--- src/rtl/bin2bcd_seq_if.sv ---
// Handshake and result bundle for the sequential binary-to-BCD converter.
// The requester drives start/data/sign_en; the converter returns status and the packed BCD result.
interface bin2bcd_seq_if #(
    parameter int DATA_W  = 20,
    parameter int DIG_NUM = 6
);
    logic                   start;
    logic [DATA_W-1:0]      data;
    logic                   sign_en;
    logic                   busy;
    logic                   done;
    logic [4*DIG_NUM-1:0]   bcd_out;
    logic                   neg;
    logic                   overflow;
    logic [3:0]             lead_num;

    modport master (
        output start, data, sign_en,
        input  busy, done, bcd_out, neg, overflow, lead_num
    );

    modport slave (
        input  start, data, sign_en,
        output busy, done, bcd_out, neg, overflow, lead_num
    );
endinterface

--- src/rtl/bin2bcd_seq.sv ---
// Sequential double-dabble binary-to-BCD converter, one input bit per clock,
// with two's-complement support, saturation on overflow and a significant-digit count.
module bin2bcd_seq #(
    parameter int DATA_W  = 20,
    parameter int DIG_NUM = 6
) (
    input  logic          sys_clk,
    input  logic          sys_rst_n,
    bin2bcd_seq_if.slave  bus
);

    localparam int BCD_W = 4 * DIG_NUM;
    localparam int SR_W  = BCD_W + DATA_W;
    localparam int CNT_W = $clog2(DATA_W + 1);

    typedef enum logic [1:0] {
        IDLE,
        CONV,
        DONE
    } state_t;

    state_t             state_q;
    logic [SR_W-1:0]    shiftReg_q;
    logic [CNT_W-1:0]   bitCnt_q;
    logic               ovfSticky_q;
    logic               negFlag_q;
    logic               busy_q;
    logic               done_q;
    logic               neg_q;
    logic               overflow_q;
    logic [BCD_W-1:0]   bcdOut_q;
    logic [3:0]         leadNum_q;

    logic               negIn;
    logic [DATA_W-1:0]  magnitude;
    logic [BCD_W-1:0]   bcdField;
    logic [BCD_W-1:0]   bcdAdj;
    logic [SR_W-1:0]    shiftReg_d;
    logic               shiftOut;
    logic               lastBit;
    logic [BCD_W-1:0]   bcdOut_d;
    logic [3:0]         leadNum_d;

    // Negation wraps in DATA_W bits, so the most negative input maps to 2^(DATA_W-1) unsigned.
    assign negIn     = bus.sign_en & bus.data[DATA_W-1];
    assign magnitude = negIn ? ((~bus.data) + DATA_W'(1)) : bus.data;

    assign bcdField  = shiftReg_q[SR_W-1 -: BCD_W];

    always_comb begin
        bcdAdj = bcdField;
        for (int k = 0; k < DIG_NUM; k++) begin
            if (bcdField[4*k +: 4] > 4'd4) begin
                bcdAdj[4*k +: 4] = bcdField[4*k +: 4] + 4'd3;
            end
        end
    end

    // Digits never exceed 9 before adjust, so the per-digit +3 cannot carry across digits.
    assign shiftOut   = bcdAdj[BCD_W-1];
    assign shiftReg_d = {bcdAdj[BCD_W-2:0], shiftReg_q[DATA_W-1:0], 1'b0};
    assign lastBit    = (bitCnt_q == CNT_W'(DATA_W - 1));

    always_comb begin
        leadNum_d = 4'd1;
        for (int k = 0; k < DIG_NUM; k++) begin
            if (bcdField[4*k +: 4] != 4'd0) begin
                leadNum_d = 4'(k + 1);
            end
        end
        bcdOut_d = bcdField;
        if (ovfSticky_q) begin
            bcdOut_d  = {DIG_NUM{4'h9}};
            leadNum_d = 4'(DIG_NUM);
        end
    end

    always_ff @(posedge sys_clk or negedge sys_rst_n) begin
        if (!sys_rst_n) begin
            state_q     <= IDLE;
            shiftReg_q  <= '0;
            bitCnt_q    <= '0;
            ovfSticky_q <= 1'b0;
            negFlag_q   <= 1'b0;
            busy_q      <= 1'b0;
            done_q      <= 1'b0;
            neg_q       <= 1'b0;
            overflow_q  <= 1'b0;
            bcdOut_q    <= '0;
            leadNum_q   <= 4'd0;
        end else begin
            case (state_q)
                IDLE: begin
                    done_q <= 1'b0;
                    if (bus.start) begin
                        state_q     <= CONV;
                        busy_q      <= 1'b1;
                        shiftReg_q  <= {{BCD_W{1'b0}}, magnitude};
                        bitCnt_q    <= '0;
                        ovfSticky_q <= 1'b0;
                        negFlag_q   <= negIn;
                    end
                end
                CONV: begin
                    shiftReg_q  <= shiftReg_d;
                    ovfSticky_q <= ovfSticky_q | shiftOut;
                    bitCnt_q    <= bitCnt_q + CNT_W'(1);
                    if (lastBit) begin
                        state_q <= DONE;
                    end
                end
                DONE: begin
                    bcdOut_q   <= bcdOut_d;
                    leadNum_q  <= leadNum_d;
                    overflow_q <= ovfSticky_q;
                    neg_q      <= negFlag_q;
                    done_q     <= 1'b1;
                    busy_q     <= 1'b0;
                    state_q    <= IDLE;
                end
                default: begin
                    state_q <= IDLE;
                    busy_q  <= 1'b0;
                    done_q  <= 1'b0;
                end
            endcase
        end
    end

    assign bus.busy     = busy_q;
    assign bus.done     = done_q;
    assign bus.bcd_out  = bcdOut_q;
    assign bus.neg      = neg_q;
    assign bus.overflow = overflow_q;
    assign bus.lead_num = leadNum_q;

endmodule

--- src/flat_wrapper.sv ---
// flat-port wrapper written by rule: the top's interface ports become plain ports
module bin2bcd_seq_flat 
#(
    parameter int DATA_W  = 20,
    parameter int DIG_NUM = 6
)
  (sys_clk, sys_rst_n, bus_start, bus_data, bus_sign_en, bus_busy, bus_done, bus_bcd_out, bus_neg, bus_overflow, bus_lead_num);
  bin2bcd_seq_if #(.DATA_W(DATA_W), .DIG_NUM(DIG_NUM)) bus_i ();
  input  logic sys_clk;
  input  logic sys_rst_n;
  input wire logic [$bits(bus_i.start)-1:0] bus_start;
  input wire logic [$bits(bus_i.data)-1:0] bus_data;
  input wire logic [$bits(bus_i.sign_en)-1:0] bus_sign_en;
  output wire logic [$bits(bus_i.busy)-1:0] bus_busy;
  output wire logic [$bits(bus_i.done)-1:0] bus_done;
  output wire logic [$bits(bus_i.bcd_out)-1:0] bus_bcd_out;
  output wire logic [$bits(bus_i.neg)-1:0] bus_neg;
  output wire logic [$bits(bus_i.overflow)-1:0] bus_overflow;
  output wire logic [$bits(bus_i.lead_num)-1:0] bus_lead_num;
  assign bus_i.start = bus_start;
  assign bus_i.data = bus_data;
  assign bus_i.sign_en = bus_sign_en;
  assign bus_busy = bus_i.busy;
  assign bus_done = bus_i.done;
  assign bus_bcd_out = bus_i.bcd_out;
  assign bus_neg = bus_i.neg;
  assign bus_overflow = bus_i.overflow;
  assign bus_lead_num = bus_i.lead_num;
  bin2bcd_seq #(.DATA_W(DATA_W), .DIG_NUM(DIG_NUM)) u_core (.sys_clk(sys_clk), .sys_rst_n(sys_rst_n), .bus(bus_i));
endmodule
--- config.mk ---
export PLATFORM = sky130hd
export DESIGN_NAME = bin2bcd_seq_flat
export DESIGN_NICKNAME = d
export VERILOG_FILES = /design/src/rtl/bin2bcd_seq_if.sv /design/src/rtl/bin2bcd_seq.sv /design/src/flat_wrapper.sv
export SDC_FILE = /design/constraint.sdc
export NUM_CORES = 1
export LEC_CHECK = 0
export ABC_CLOCK_PERIOD_IN_PS = 4800
export BUFFER_PORTS_ARGS = -buffer_cell sky130_fd_sc_hd__buf_4
export CORE_MARGIN = 10
export CORE_UTILIZATION = 45
export CTS_CLUSTER_SIZE = 14
export DETAILED_ROUTE_END_ITERATION = 16
export GPL_TIMING_DRIVEN = 0
export HOLD_SLACK_MARGIN = 0.05
export PLACE_DENSITY = 0.72
export SYNTH_ARGS = -nofsm -noshare
export SYNTH_HDL_FRONTEND = slang
export SYNTH_SLANG_ARGS = --single-unit
--- constraint.sdc ---
create_clock -name sys_clk -period 4.8 [get_ports sys_clk]
set_clock_uncertainty 0.05 [all_clocks]
set_input_delay 0.96 -clock sys_clk [delete_from_list [all_inputs] [get_ports sys_clk]]
set_output_delay 0.96 -clock sys_clk [all_outputs]
set_load 0.02 [all_outputs]
## After elaboration in Yosys (flattened, before gate mapping)

Index checks and enable logic that the tools add are counted.
W data, S select, Z words.

| word-level totals | value |
|---|---|
| flip-flop bits (word level) | 85 |
| input bits | 24 |
| word-level logic and storage cells | 71 |

| operators by class | value |
|---|---|
| add/sub/neg operators | 8 |
| magnitude comparators | 6 |
| eq/ne operators | 5 |
| multiplexer cells | 26 |
| bitwise gates (word level) | 4 |
| reductions and logical operators | 11 |

Operators by type and width:

| cell | count |
|---|---|
| $pmux W44 S2 | 1 |
| $mux W44 | 1 |
| $add A4 B2 Y4 const B | 6 |
| $gt A4 B3 Y1 const B | 6 |
| $mux W24 | 1 |
| $mux W4 | 6 |
| $add A20 B1 Y20 const B | 1 |
| $mux W20 | 1 |
| $not A20 Y20 | 1 |
| $reduce_bool A4 Y1 | 5 |
| $mux W3 | 4 |
| $pmux W5 S2 | 1 |
| $mux W2 | 4 |
| $reduce_and A2 Y1 | 4 |
| $pmux W1 S2 | 3 |
| $add A5 B1 Y5 const B | 1 |
| $eq A5 B5 Y1 const B | 1 |
| $mux W5 | 1 |
| $pmux W2 S2 | 1 |
| $eq A2 B1 Y1 const B | 1 |
| $eq A2 B2 Y1 const B | 1 |
| $logic_not A2 Y1 | 1 |
| $mux W1 | 2 |
| $ne A2 B1 Y1 const B | 1 |
| 5 further kinds | 5 |

## Logic depth before layout (Yosys ltp)

Gate-level depths: netlist (run 1).

| depth | value |
|---|---|
| word-level depth | 7 |
| depth in mapped cells | 6 |
| gate-level depth less buffers | 6 |

## Least setup slack after synthesis (run 1)

OpenSTA, ideal clock, no wires.

| timing path | value |
|---|---|
| path kind | input port to flip-flop |
| start point | input bus_data[0] |
| end point | register u_core.shiftReg_q[16] |
| data arrival time | 2,161 ps |
| setup slack | 2,464 ps |
| stages | 6 |
| buffers on the path | 0 |
| cells stage by stage | inv_1 > ha_1 > nor3b_1 > and4_1 > mux2i_1 > nand2_1 |

| between the ends | value |
|---|---|
| longest elaborated chain between the ends | 5 |

Ends and longest elaborated chain:

| what | RTL line | source |
|---|---|---|
| start, declared | flat_wrapper.sv:12 | `input wire logic [$bits(bus_i.data)-1:0] bus_data;` |
| $not A20 Y20 | bin2bcd_seq.sv:46 | `assign magnitude = negIn ? ((~bus.data) + DATA_W'(1)) : bus.data;` |
| $add A20 B1 Y20 | bin2bcd_seq.sv:46 |  |
| $mux W20 | bin2bcd_seq.sv:46 |  |
| $mux W44 | bin2bcd_seq.sv:95 | `if (bus.start) begin` |
| $pmux W44 S2 | bin2bcd_seq.sv:92 | `case (state_q)` |
| end signal, assigned | bin2bcd_seq.sv:98 | `shiftReg_q <= {{BCD_W{1'b0}}, magnitude};` |
| end signal, assigned | bin2bcd_seq.sv:105 | `shiftReg_q <= shiftReg_d;` |
| end, declared | bin2bcd_seq.sv:23 | `logic [SR_W-1:0] shiftReg_q;` |

No other way between the ends. The select of a mux whose other input is x is not followed.
A chain may end at the register's enable or synchronous reset.

## Final worst setup path (run 1)

| timing path | value |
|---|---|
| start point | input bus_data[0] |
| end point | register u_core.shiftReg_q[18] |

The elaborated chain is that of the path after synthesis.

==> flow_summary.json, run 1 <==
{
  "cts_htree_levels": 3,
  "grt_start_max_net_pins": 85,
  "max_stage_delay_ns": 0.66,
  "period_share": 0.507,
  "cts_hold_buffers": 0,
  "start_kind": "input pin",
  "place.gp.congestion": 0.841,
  "rsz0062_at_grt": "false",
  "wl_per_cell_um": 16.6,
  "synth.distinct_cells": 47,
  "maxSlewHeadroom": 0.303,
  "crit_chain": "buf_4 -> inv_1 -> ha_1 -> nor3b_1 -> and4_1 -> mux2i_1 -> nand2_1",
  "finalNetCount": 535,
  "grt_pass1_vias": 3481,
  "vias_per_cell": 5.65,
  "place_hpwl_um": 7480,
  "worst_slew_pin_slew_ns": 1.04,
  "placementRows": 35,
  "diodes": 0,
  "drtIter0Drc": 227,
  "hp-class": "flop to flop",
  "multi_input_area_um2": 1890,
  "antenna_found_initial": 0,
  "fin_crit_ns": 2.43,
  "yosysTopAreaCell": "dfrtp_1",
  "cp_data_required_time_ns": 5.00,
  "p_per_area_nw_per_um2": 555,
  "cp-end-kind": "flop",
  "postCtsResizedCells": 0,
  "syn_area_per_cell_um2": 9.57,
  "ys_ff_latch": 84,
  "total_power_mw": 2.75,
  "grt_pass1_wl_um": 17000,
  "ioPinCount": 56,
  "overflow": 0,
  "drv_slew": 0,
  "cts_inserted_buffers": 9,
  "cts_tree": "done",
  "die_h_um": 116,
  "nFillCells": 848,
  "power_leakage_nw": 2.21,
  "yosysSeqAreaShare": 0.502,
  "met2_usage": 0.244,
  "fp.dieW_um": 116,
  "drive_gt1_frac": 0.161,
  "antenna_left": 0,
  "vias": 3498,
  "start_util": 0.458,
  "netlist_top_cells_area": "dfrtp_1 50%, nand2_1 5.4%, o21ai_0 5.3%, xnor2_1 3.8%, a21oi_1 2.7%",
  "critPathSlowestCell": "nor3b_1",
  "final.setup.tns_ns": 0,
  "finalSetupViolCount": 0,
  "clkSlewWorstSetupHoldPaths_ns": 0.08,
  "track_usage": 0.157,
  "status": "complete, no violations",
  "ys.flop_type": "dfrtp_1",
  "timing.fmax_ghz": 0.411,
  "grt-busiest-layer": "met2",
  "r2r-end": "u_core.shiftReg_q[25]",
  "cts-root-buf": "clkbuf_8",
  "dieArea_um2": 13600,
  "hold_path_startpoint": "u_core.bus.bcd_out[16]",
  "gr-usage-met1": 0.211,
  "min_delay_path_depth": 2,
  "grt_use_met3": 0.0329,
  "r2r_slack_ns": 2.74,
  "path_class": "input pin to flop",
  "synthesis.area_um2": 4190,
  "async_flop_share": 1.00,
  "drt-total-wl_um": 10300,
  "cap_violations": 0,
  "core_um2": 9150,
  "syn_to_final_growth_pct": 18.4,
  "crit_arrival_ns": 2.63,
  "vdd_drop_max_uv": 219,
  "reg2reg_depth": 4,
  "syn_nets": 470,
  "drt_first_pass_iters": 4,
  "utilization": 0.542,
  "holdPathEnd": "u_core.bus.bcd_out[16]",
  "clkSinkCount": 84,
  "drc": 0,
  "cts_post_setup_buffers_inserted": 0,
  "insertion_delay_ns": 0.36,
  "io_buffer_count": 54,
  "seq_area_um2": 2100,
  "reg2reg_from": "u_core.state_q[1]",
  "yosys_warnings": 0,
  "clk_path_buf_depth": 2,
  "synth-edff-count": 0,
  "hold_viol_final": 0,
  "synthCells": 438,
  "path_max_fanout": 7,
  "synth_top_area_frac": 0.502
}
-- area by class of cell --
type                    count  share of cell area
clock inverters             6              0.0177
well taps                 111              0.0280
clock buffers              10              0.0277
flip-flops and latches     84               0.424
plain buffers              25              0.0209
multi-input cells         305               0.382
repair buffers             54              0.0817
inverters                  24              0.0182
-- sequential cells by signal, summed over array words and instances (netlist names) --
register             cells
u_core.negFlag_q         1
u_core.state_q           2
u_core.bitCnt_q          5
u_core.bus.neg           1
u_core.bus.bcd_out      24
u_core.bus.busy          1
u_core.bus.lead_num      3
u_core.shiftReg_q       44
u_core.ovfSticky_q       1
u_core.bus.overflow      1
u_core.bus.done          1
-- power breakdown --
part	switching, mW	leakage [nW]	internal [mW]
registers	0.195	1.02	0.946
logic	0.581	1.09	0.466
clock network	0.257	0.105	0.306
total	1.03	2.21	1.72
-- cell usage in the layout, fill, tap and decap left out, types with 9 or more instances in the layout --
| cell | n |
|---|---|
| dfrtp_1 | 84 |
| mux2i_1 | 9 |
| nand2_1 | 60 |
| nor3_1 | 15 |
| nand2b_1 | 9 |
| a22oi_1 | 9 |
| clkbuf_8 | 10 |
| o22ai_1 | 17 |
| o21ai_0 | 44 |
| a22o_1 | 9 |
| nor2_1 | 15 |
| xnor2_1 | 18 |
| buf_4 | 55 |
| a21oi_1 | 23 |
| inv_1 | 24 |
| o31ai_1 | 12 |
| clkbuf_1 | 18 |
-- metrics by stage --
| step | cell area [um2] | hold slack [ns] | instances | setup WS [ns] |
|---|---|---|---|---|
| after global placement | 4730 | 0.406 | 603 | 2.07 |
| after global routing | 4960 | 0.454 | 619 | 2.24 |
| after floorplan | 4190 | 0.389 | 438 | 2.46 |
| after CTS | 4960 | 0.434 | 619 | 2.40 |
| final | 4960 | 0.430 | 619 | 2.37 |
| after detailed placement | 4730 | 0.413 | 603 | 2.01 |
-- cell usage after synthesis (8+ instances only) --
master and count:
dfrtp_1 84, nand2_1 60, o21ai_0 44, inv_1 24, a21oi_1 23, clkbuf_1 18, xnor2_1 18, o22ai_1 17
nor2_1 15, nor3_1 15, o31ai_1 12, a22o_1 9, a22oi_1 9, mux2i_1 9, nand2b_1 9, a31oi_1 8
ha_1 8
-- critical path, delay by kind of cell --
family | cells | cell delay (ns)
AND/OR/NAND/NOR | 3 | 1.10
multiplexers | 1 | 0.21
buffers and inverters | 2 | 0.20
adder cells (fa/ha/maj) | 1 | 0.16
-- worst max-delay path by stage --
stage           startpoint               endpoint  slack, ns  cells after the start
3_3_place_gp   bus_data[0]  u_core.shiftReg_q[16]       2.07                      7
3_5_place_dp   bus_data[0]  u_core.shiftReg_q[18]       2.01                      7
2_1_floorplan  bus_data[0]  u_core.shiftReg_q[16]       2.46                      6
6_report       bus_data[0]  u_core.shiftReg_q[18]       2.37                      7
5_1_grt        bus_data[0]  u_core.shiftReg_q[18]       2.24                      7
4_1_cts        bus_data[0]  u_core.shiftReg_q[18]       2.40                      7
-- per-layer routing --
layer / share of wire / wire length (um)
met1: 0.46 / 4750
met2: 0.45 / 4670
met3: 0.073 / 747
met4: 0.0096 / 98
met5: 0 / 0
-- kinds of logic after synthesis --
| family | count (synthesis) | synth area share |
|---|---|---|
| compound gates | 138 | 0.209 |
| flops | 84 | 0.502 |
| simple gates | 129 | 0.154 |
| other cells | 1 | 0.000895 |
| mux | 11 | 0.0269 |
| buf+inv | 49 | 0.0463 |
| fa+ha+maj | 8 | 0.0239 |
| xor+xnor | 18 | 0.0376 |
No activity file was read; power rests on OpenSTA's default activity.
==> inputs of run 2 (changes only) <==
Settings changed: ABC_CLOCK_PERIOD_IN_PS 4800 to 2200, PLACE_DENSITY 0.72 to 0.74.
Clock period 4.8 ns to 2.2 ns, I/O delays scaled along.
==> run 2 against run 1 <==
Against the previous run:
- register-to-register slack worse by 2.5 ns
- combinational power is 120% higher
- critical endpoint is now u_core.shiftReg_q[25]
- total power is 110% higher
- final cell count is 0.16% lower
- final area is 0.68% lower
==> flow_summary.json, run 2 (same netlist as run 1, synthesis figures left out) <==
{
  "antenna_left": 0,
  "regMostFlops": "u_core.shiftReg_q",
  "mostFrequentLayoutCells": "84 x dfrtp_1, 60 x nand2_1, 55 x buf_4",
  "ioPinCount": 56,
  "place_hpwl_um": 7520,
  "cp_data_required_time_ns": 2.36,
  "path_class": "flop to flop",
  "clk_path_buf_depth": 2,
  "hp-class": "input pin to asynchronous set/reset pin",
  "vias": 3518,
  "dieArea_um2": 13600,
  "fin_crit_ns": 1.95,
  "max_stage_delay_ns": 0.49,
  "antenna_found_initial": 0,
  "drc": 0,
  "crit_arrival_ns": 2.12,
  "nFillCells": 818,
  "postCtsResizedCells": 0,
  "cts-root-buf": "clkbuf_8",
  "power_leakage_nw": 2.20,
  "dp.cells": 603,
  "core_um2": 9150,
  "insertion_delay_ns": 0.36,
  "place.gp.congestion": 0.837,
  "fp.dieW_um": 116,
  "path_delay_family": "buffers and inverters",
  "hold_viol_final": 0,
  "final_cells": 618,
  "r2r_slack_ns": 0.25,
  "cap_violations": 0,
  "cts_tree": "done",
  "start_util": 0.458,
  "drt_first_pass_iters": 4,
  "drt-total-wl_um": 10400,
  "clkSinkCount": 84,
  "grt_pass1_vias": 3522,
  "grt_start_max_net_pins": 85,
  "drive_gt1_frac": 0.158,
  "finalNetCount": 535,
  "cts_post_setup_buffers_inserted": 0,
  "overflow": 0,
  "utilization": 0.538,
  "die_h_um": 116,
  "period_share": 0.888,
  "rsz0062_at_grt": "false",
  "io_buffer_count": 54,
  "syn_to_final_growth_pct": 17.6,
  "start_kind": "flop",
  "grt_pass1_wl_um": 17000,
  "vias_per_cell": 5.69,
  "cp-end-kind": "flop",
  "cts_htree_levels": 3,
  "path_max_fanout": 10,
  "finalSetupViolCount": 0,
  "diodes": 0,
  "vdd_drop_max_uv": 434,
  "track_usage": 0.157,
  "cts_hold_buffers": 0,
  "drtIter0Drc": 209,
  "critPathSlowestCell": "dfrtp_1",
  "fin_ws_ns": 0.246,
  "status": "complete, no violations",
  "final_common_cell": "dfrtp_1",
  "clkSlewWorstSetupHoldPaths_ns": 0.08,
  "dpl_worst_slack_ns": -0.0211,
  "placementRows": 35,
  "crit_chain": "nand2b_1 -> clkbuf_1 -> buf_1 -> o22ai_1",
  "cts_inserted_buffers": 9,
  "timing.fmax_ghz": 0.512,
  "path_buf_inv": 2,
  "drv_slew": 0,
  "largest_reg_flops": 44,
  "worst_slew_pin_slew_ns": 1.04,
  "p_per_area_nw_per_um2": 1200,
  "maxSlewHeadroom": 0.308,
  "total_power_mw": 5.89,
  "wl_per_cell_um": 16.8,
  "final.setup.tns_ns": 0
}
## run 2: changes by cell type in the layout (fill, tap and decap cells not counted), sizes merged
cell / change
bufinv: -1
clkbuf: +1
clkinvlp: -1
## run 2: path summary, 6_finish.rpt
| path | cells after the start | endpoint | from |
|---|---|---|---|
| setup / recovery | 4 | u_core.shiftReg_q[25] | u_core.state_q[1] |
| hold / removal | 1 | u_core.bus.overflow | sys_rst_n |
| setup reg to reg | 4 | u_core.shiftReg_q[25] | u_core.state_q[1] |
| hold reg to reg | 2 | u_core.bus.bcd_out[8] | u_core.bus.bcd_out[8] |
| max in group asynchronous | 1 | u_core.bus.busy | sys_rst_n |
| min in group sys_clk | 3 | u_core.shiftReg_q[18] | bus_data[18] |
## run 2: area by class of cell
| class | instances | area (um2) | share of cell area |
|---|---|---|---|
| timing repair buffer | 54 | 405 | 0.0823 |
| multi-input combinational | 305 | 1890 | 0.385 |
| tap | 111 | 139 | 0.0282 |
| clock buffer | 11 | 141 | 0.0287 |
| inverter | 24 | 90.1 | 0.0183 |
| clock inverter | 4 | 50.0 | 0.0102 |
| buffer | 25 | 104 | 0.0211 |
| sequential | 84 | 2100 | 0.427 |
## run 2: layer usage
| metal | up-vias | global-route usage | part of all wire |
|---|---|---|---|
| met4 | 0 | 0.0634 | 0.017 |
| met3 | 10 | 0.0303 | 0.066 |
| li1 | 1706 | - | - |
| met2 | 107 | 0.244 | 0.44 |
| met5 | - | 0 | 0 |
| met1 | 1695 | 0.209 | 0.48 |
## run 2: power by group
part           internal [mW]  switching, mW  total [mW]
clock network          0.548          0.539        1.09
logic                   1.02           1.29        2.31
registers               2.06          0.431        2.49
total                   3.63           2.26        5.89
## run 2: through the flow
step / hold slack (ns) / area (um2)
floorplan: 0.0944 / 4190
global placement: 0.406 / 4730
detailed placement: 0.412 / 4730
CTS: 0.250 / 4930
global route: 0.287 / 4930
finish: 0.218 / 4930
==> inputs of run 3 (changes only) <==
Settings changed: ABC_CLOCK_PERIOD_IN_PS 2200 to 2020, PLACE_DENSITY 0.74 to 0.72, RECOVER_POWER set to 100.
Clock period 2.2 ns to 2.02 ns, I/O delays scaled along.
==> run 3 against run 2 <==
Against the previous run:
- global-route usage hardly changed
- die area stayed put
- maximum frequency is 3.0% higher
- utilization is 0.87 points lower
- critical path depth is 1 higher
- highest routed layer unchanged
==> flow_summary.json, run 3 (same netlist as run 1, synthesis figures left out) <==
{
  "regMostFlops": "u_core.shiftReg_q",
  "insertion_delay_ns": 0.36,
  "fin_crit_ns": 1.90,
  "vias": 3487,
  "place.gp.congestion": 0.841,
  "cts_htree_levels": 3,
  "largest_reg_flops": 44,
  "grt_pass1_wl_um": 17000,
  "antenna_found_initial": 0,
  "cp-end-kind": "flop",
  "wl_per_cell_um": 16.7,
  "start_util": 0.458,
  "period_share": 0.939,
  "grt_start_max_net_pins": 85,
  "timing.fmax_ghz": 0.527,
  "utilization": 0.529,
  "rsz0062_at_grt": "false",
  "cts-root-buf": "clkbuf_8",
  "nFillCells": 873,
  "drt-total-wl_um": 10400,
  "ioPinCount": 56,
  "critPathSlowestCell": "dfrtp_1",
  "hp-class": "input pin to asynchronous set/reset pin",
  "die_h_um": 116,
  "reg2reg_from": "u_core.state_q[0]",
  "cap_violations": 0,
  "path_buf_inv": 1,
  "clkSinkCount": 84,
  "vias_per_cell": 5.63,
  "cts_post_setup_buffers_inserted": 0,
  "vdd_drop_max_uv": 521,
  "hold_viol_final": 0,
  "crit_chain": "nor2_1 -> nor2_1 -> buf_2 -> o31ai_1 -> a32o_1",
  "place_hpwl_um": 7480,
  "grt_pass1_vias": 3481,
  "placementRows": 35,
  "cts_tree": "done",
  "diodes": 0,
  "final_common_cell": "dfrtp_1",
  "overflow": 0,
  "cp_data_required_time_ns": 2.21,
  "multi_input_area_um2": 1890,
  "io_buffer_count": 54,
  "max_stage_delay_ns": 0.53,
  "power_leakage_nw": 2.11,
  "path_max_fanout": 10,
  "drt_first_pass_iters": 5,
  "syn_to_final_growth_pct": 15.6,
  "finalSetupViolCount": 0,
  "fp.dieW_um": 116,
  "core_um2": 9150,
  "status": "complete, no violations",
  "clkSlewWorstSetupHoldPaths_ns": 0.09,
  "startpoint": "u_core.state_q[0]",
  "maxSlewHeadroom": 0.248,
  "finalNetCount": 535,
  "cp_common_cell": "nor2_1",
  "final.setup.tns_ns": 0,
  "total_power_mw": 6.46,
  "cts_inserted_buffers": 9,
  "p_per_area_nw_per_um2": 1330,
  "path_class": "flop to flop",
  "worst_slew_pin_slew_ns": 1.13,
  "path_delay_family": "flip-flops",
  "whs_ns": 0.230,
  "track_usage": 0.157,
  "clk_path_buf_depth": 2,
  "drv_slew": 0,
  "seq_area_um2": 2100,
  "crit_arrival_ns": 2.09,
  "start_kind": "flop",
  "drc": 0,
  "antenna_left": 0,
  "drive_gt1_frac": 0.104,
  "mostFrequentLayoutCells": "84 x dfrtp_1, 60 x nand2_1, 48 x clkbuf_1",
  "dieArea_um2": 13600,
  "drtIter0Drc": 270
}
-- run 3: what timing repair did --
item / in CTS / in global routing
endpoints found under the setup margin: 4 / 1
gates cloned: 0 / 0
resized for setup: 1 / 2
hold buffers: 0 / 0
-- run 3: layout make-up --
type,instances,area share
sequential,84,0.434
multi-input combinational,305,0.391
timing repair buffer,54,0.0596
tap,111,0.0287
clock buffer,10,0.0284
buffer,25,0.0219
inverter,24,0.0186
clock inverter,6,0.0181
-- run 3: worst register-to-register path, delay by kind of cell, from the launching register on --
kind / cells / cell delay [ns]
AOI/OAI and AO/OA: 2 / 0.33
buffers and inverters: 1 / 0.34
DFF: 1 / 0.53
and+or+nand+nor: 2 / 0.53
-- run 3: per-stage QoR --
step | cells | setup slack, ns | area [um2]
CTS | 619 | 0.0700 | 4960
floorplan | 438 | 0.240 | 4190
finish | 619 | 0.123 | 4850
detailed placement | 603 | -0.214 | 4730
global route | 619 | 0.0110 | 4850
global placement | 603 | -0.150 | 4730
-- run 3: worst paths after layout --
check / slack [ns] / depth (start not counted) / end
setup / recovery: 0.12 / 5 / u_core.shiftReg_q[35]
hold / removal: 0.23 / 1 / u_core.shiftReg_q[29]
setup reg to reg: 0.12 / 5 / u_core.shiftReg_q[35]
hold reg to reg: 0.43 / 2 / u_core.bus.bcd_out[16]
max in group asynchronous: 0.98 / 1 / u_core.shiftReg_q[35]
min in group sys_clk: 0.25 / 3 / u_core.shiftReg_q[14]
-- run 3: power by group --
part | switching, mW | internal (mW) | total, mW
Clock | 0.616 | 0.727 | 1.34
Sequential | 0.467 | 2.25 | 2.71
Combinational | 1.38 | 1.03 | 2.41
-- run 3: layer usage --
| metal | share of wire | vias up | global-route usage |
|---|---|---|---|
| met4 | 0.014 | 0 | 0.0550 |
| met2 | 0.45 | 108 | 0.244 |
| met3 | 0.071 | 11 | 0.0329 |
| li1 | - | 1702 | - |
| met5 | 0 | - | 0 |
| met1 | 0.46 | 1666 | 0.211 |
